File: config.mk
export PLATFORM = sky130hd
export DESIGN_NAME = i2c_reg_bank
export DESIGN_NICKNAME = d
export VERILOG_FILES = /design/src/rtl/i2c_reg_bank.sv
export SDC_FILE = /design/constraint.sdc
export NUM_CORES = 1
export LEC_CHECK = 0
export ABC_AREA = 1
export BUFFER_PORTS_ARGS = -buffer_cell sky130_fd_sc_hd__buf_4
export CAP_MARGIN = 20
export CORE_MARGIN = 5
export CORE_UTILIZATION = 46
export DETAILED_ROUTE_END_ITERATION = 16
export PLACE_DENSITY = 0.83
export SKIP_LAST_GASP = 1
export SYNTH_ARGS = -nofsm -noshare
export SYNTH_HDL_FRONTEND = slang
export SYNTH_SLANG_ARGS = --single-unit
File: constraint.sdc
create_clock -name clk -period 2.4 [get_ports clk]
set_input_delay 0.72 -clock clk [delete_from_list [all_inputs] [get_ports clk]]
set_output_delay 0.72 -clock clk [all_outputs]
set_load 0.005 [all_outputs]
File: src/rtl/i2c_reg_bank.sv
// Pointer-addressed I2C register bank: low indices are R/W config, high indices are RO status.
// Define REG_BANK_SNAPSHOT_EN to freeze ro_data into a shadow at each read START.
module i2c_reg_bank #(
    parameter int          NUM_REGS = 16,
    parameter int          RO_BASE  = 8,
    parameter logic [7:0]  RW_RESET = 8'h00
) (
    input  logic                             clk,
    input  logic                             rst,
    input  logic                             addr_match,
    input  logic                             rw,
    input  logic                             rx_valid,
    input  logic [7:0]                       rx,
    input  logic                             tx_ready,
    input  logic                             stop_evt,
    input  logic [8*(NUM_REGS-RO_BASE)-1:0]  ro_data,
    output logic [7:0]                       tx,
    output logic [8*RO_BASE-1:0]             rw_regs,
    output logic [RO_BASE-1:0]               wr_strobe,
    output logic [7:0]                       ptr,
    output logic                             err,
    output logic                             debug
);
    localparam int         RO_N       = NUM_REGS - RO_BASE;
    localparam logic [8:0] NUM_REGS_W = 9'(NUM_REGS);
    localparam logic [8:0] RO_BASE_W  = 9'(RO_BASE);
    localparam logic [8:0] LAST_W     = 9'(NUM_REGS - 1);

    localparam logic [1:0] IDLE  = 2'd0;
    localparam logic [1:0] PTR   = 2'd1;
    localparam logic [1:0] WDATA = 2'd2;
    localparam logic [1:0] RDATA = 2'd3;

    logic [1:0]             r_state;
    logic [7:0]             r_ptr;
    logic [7:0]             r_tx;
    logic                   r_err;
    logic [8*RO_BASE-1:0]   r_rw_regs;
    logic [RO_BASE-1:0]     r_wr_strobe;

    logic [1:0]             w_state_nxt;
    logic [7:0]             w_ptr_inc;
    logic [7:0]             w_rd_byte;
    logic [8*RO_N-1:0]      w_ro_src;
    logic                   w_load_ptr;
    logic                   w_do_write;
    logic                   w_inc;
    logic                   w_tx_upd;

`ifdef REG_BANK_SNAPSHOT_EN
    logic [8*RO_N-1:0]      r_shadow;

    always_ff @(posedge clk) begin
        if (addr_match && rw) r_shadow <= ro_data;
    end

    // The first tx byte is loaded on the same edge the shadow is captured.
    assign w_ro_src = (addr_match && rw) ? ro_data : r_shadow;
`else
    assign w_ro_src = ro_data;
`endif

    // An address match pre-empts any data byte or tx_ready in the same cycle.
    assign w_load_ptr = (r_state == PTR) && rx_valid && !addr_match;
    assign w_do_write = (r_state == WDATA) && rx_valid && !addr_match && ({1'b0, r_ptr} < RO_BASE_W);
    assign w_inc      = !addr_match && (((r_state == WDATA) && rx_valid) ||
                                        ((r_state == RDATA) && tx_ready));
    assign w_tx_upd   = addr_match ? rw : (r_state == RDATA);
    assign w_ptr_inc  = ({1'b0, r_ptr} == LAST_W) ? 8'h00 : r_ptr + 8'h01;

    always_comb begin
        w_rd_byte = 8'hFF;
        for (int i = 0; i < RO_BASE; i++)
            if (r_ptr == 8'(i)) w_rd_byte = r_rw_regs[i*8 +: 8];
        for (int i = 0; i < RO_N; i++)
            if (r_ptr == 8'(RO_BASE + i)) w_rd_byte = w_ro_src[i*8 +: 8];
    end

    always_comb begin
        w_state_nxt = r_state;
        if (addr_match)
            w_state_nxt = rw ? RDATA : PTR;
        else if (stop_evt)
            w_state_nxt = IDLE;
        else if (w_load_ptr)
            w_state_nxt = WDATA;
    end

    always_ff @(posedge clk) begin
        if (rst) begin
            r_state     <= IDLE;
            r_ptr       <= 8'h00;
            r_tx        <= 8'h00;
            r_err       <= 1'b0;
            r_rw_regs   <= {RO_BASE{RW_RESET}};
            r_wr_strobe <= '0;
        end else begin
            r_state     <= w_state_nxt;
            r_wr_strobe <= '0;
            if (w_load_ptr) begin
                r_ptr <= rx;
                if ({1'b0, rx} >= NUM_REGS_W) r_err <= 1'b1;
            end else if (w_inc) begin
                r_ptr <= w_ptr_inc;
            end
            if (w_do_write) begin
                for (int i = 0; i < RO_BASE; i++) begin
                    if (r_ptr == 8'(i)) begin
                        r_rw_regs[i*8 +: 8] <= rx;
                        r_wr_strobe[i]      <= 1'b1;
                    end
                end
            end
            if (w_tx_upd) r_tx <= w_rd_byte;
        end
    end

    assign tx        = r_tx;
    assign rw_regs   = r_rw_regs;
    assign wr_strobe = r_wr_strobe;
    assign ptr       = r_ptr;
    assign err       = r_err;
    assign debug     = (r_state != IDLE);

endmodule
==> results.yml <==
routing:
  avgViaCountPerCell: 5.52
  routed_wirelength_mm: 18.5
  drt_iter0_drc: 652
  wire_per_inst_um: 17.2
  drt-pass1-iter-count: 5
  vias: 5953
  ant_nets: 0
  drc_errors: 0
pwr:
  p_per_area_nw_per_um2: 497
  leakage_nw: 3.28
  ir_drop_mv: 0.322
  total_power_mw: 3.50
cells_and_area:
  final_common_cell: "buf_4"
  n_antenna_cell: 0
  finalNetCount: 1021
  finalInstanceArea_sq_um: 7040
  final_util: 0.685
  most-common-layout-cells: "217 x buf_4, 119 x nand2_1, 87 x dfxtp_1"
  nFillCells: 899
  layout-drive-gt1-share: 0.355
  syn2layout_area_growth_pct: 45.4
die:
  pin_count: 169
  start_util: 0.471
  die_area_sq_um: 12700
  die_w_um: 113
  rows: 37
  die_y_um: 113
  core_sq_um: 10300
timing:
  finalCritPeriodShare: 0.993
  worstMarginPinSlew_ps: 618
  max_freq_mhz: 420
  hold_viol: 0
  min_period_ps: 2380
  finalSetupViolCount: 0
  slew_headroom: 0.586
  rsz0062_at_grt: "true"
  whs_ps: 475
  skew_ps: 11.8
  slew_viol_final: 0
clocking:
  cts_buffer_depth: 2
  clk_pin_slew_worst_paths_ps: 90
  numCtsBuffers: 9
  cts-htree-levels: 3
  root_buffer: "clkbuf_8"
  clock_latency_ps: 380
  cts_hold_buf: 0
  cts_tree: "yes"
  cts.sinks: 91
critical_path:
  crit_chain: "inv_2 -> ha_1 -> inv_1 -> nor2_2 -> nand2_2 -> inv_4 -> buf_6 -> a21oi_2 -> nand2_1 -> nand3_2 -> nand2_2 -> nand2_2 -> nand2_2 -> nand2_2 -> nand2_1 -> nand3_1 -> nand3_1 -> nand2_1 -> nand2_1 -> nand3_1 -> nand3_2 -> nand2_2 -> a21oi_2"
  critPathKind: "register to register"
  cp_common_cell: "nand2_2"
  path_buf_inv: 4
  cp_data_required_time_ps: 2660
  worst-path-max-fanout: 4
  worstSetupStartpointType: "register"
  critPathTopFamily: "simple AND/OR/NAND/NOR gates"
  critPathCaptureType: "register"
  cp_data_arrival_time_ps: 2640
  cp_slowest_cell: "dfxtp_4"
  cp_slowest_stage_delay_ps: 380
global_routing:
  track_usage: 0.268
  grt_start_max_net_pins: 39
  grt-ovfl-total: 0
  grt_pass1_vias: 5264
  antenna_found_initial: 0
  grt_pass1_wl_mm: 27.5
logic_synthesis:
  syn_area_per_cell_sq_um: 6.61
  ys_warn_count: 0
  synth.distinct_cells: 36
  yosysSeqAreaShare: 0.376
  syn-cell-area_sq_um: 4840
  synth_nets: 815
  ys_ff_latch: 91
  postSynthCellCount: 732
job:
  drv_cap: 0
run_status:
  outcome: "finished, final reports clean"
placed_design:
  finalWeightedCongestion: 0.999
  dpl.hpwl_mm: 13.3
  portBuffers: 168
  dpl_cell_area_sq_um: 6460
worst_hold_path:
  hp-class: "register to register"
[through the flow]
| stage | TNS (ps) | std cells | setup WS [ps] |
|---|---|---|---|
| after floorplan | 0 | 732 | 72.2 |
| after global placement | 0 | 1049 | 7.47 |
| after detailed placement | -650 | 1049 | -71.9 |
| after CTS | -4.88 | 1065 | -4.88 |
| after global routing | -995 | 1079 | -161 |
| final | 0 | 1079 | 16.6 |
[where the power goes]
part           internal (mW)  total [mW]  switching [mW]
Sequential              1.53        1.55          0.0177
Combinational          0.343       0.816           0.473
Clock                  0.530        1.13           0.603
Total                   2.41        3.50            1.09
[path summary, 6_finish.rpt]
kind	to	from	slack (ps)	cells past startpoint
max	tx[0]	ptr[0]	20	23
min	rw_regs[56]	rw_regs[56]	480	2
max reg2reg	tx[0]	ptr[0]	20	23
min reg2reg	rw_regs[56]	rw_regs[56]	480	2
[cell families after synthesis]
logic type	Yosys count	share of synthesized area
simple gates	299	0.269
fa+ha+maj	4	0.0103
buf+inv	126	0.105
xor+xnor	3	0.00543
flops	91	0.376
compound gates	209	0.234
[repair_timing]
item,in CTS,in global routing
pin swaps,0,28
gates resized for setup,3,74
setup buffers,0,12
endpoints found under the setup margin,5,15
gates cloned,0,2
[cell type report]
cell class / instances / area, sq um / share of cell area
repair buffers: 229 / 1760 / 0.250
well taps: 136 / 170 / 0.0242
clock buffers: 10 / 138 / 0.0196
inverters: 92 / 348 / 0.0494
flip-flops and latches: 91 / 1830 / 0.260
clock inverters: 6 / 80.1 / 0.0114
multi-input cells: 515 / 2710 / 0.385
[registers in the layout, summed over array words and instances, names as in the netlist]
signal / flops
tx: 8
rw_regs: 64
err: 1
r_state: 2
wr_strobe: 8
ptr: 8
[synth_stat cells]
cell type,n,area [sq um]
nand3b_1,3,22.5
nand3_1,39,195
nor3_1,9,45.0
buf_4,3,22.5
a221oi_1,1,8.76
a21oi_1,91,455
nor2_1,80,300
a41oi_1,1,8.76
o211ai_1,4,30.0
nor3_4,1,16.3
nor2_2,5,31.3
ha_1,4,50.1
nand4_1,2,12.5
xnor2_1,1,8.76
a21oi_2,2,17.5
buf_2,7,35.0
dfxtp_1,91,1820
a211oi_1,9,67.6
nand2_2,1,6.26
a31oi_1,25,156
o21ai_0,67,335
buf_6,2,22.5
clkbuf_1,21,78.8
or2_2,14,87.6
a22oi_1,2,15.0
o21ai_1,6,30.0
clkinv_1,1,3.75
inv_1,85,319
nor2_4,3,33.8
xor2_1,2,17.5
nor4_1,5,31.3
o22ai_1,1,6.26
inv_2,6,22.5
nand2_4,1,11.3
buf_1,1,3.75
nand2_1,136,510
[worst min-delay path, delay by kind of cell (launching register included)]
kind,cells,cell delay [ps]
AOI/OAI and AO/OA,1,50
DFF,1,320
buffers and inverters,1,60
[layer usage]
| metal | up-vias | wire length [um] | track usage |
|---|---|---|---|
| met1 | 2680 | 7400 | 0.358 |
| li1 | 2827 | - | - |
| met5 | - | 0 | 0 |
| met4 | 0 | 764 | 0.111 |
| met3 | 67 | 1740 | 0.0474 |
| met2 | 379 | 8620 | 0.428 |
Note: power is estimated with default switching activity, not from simulation.
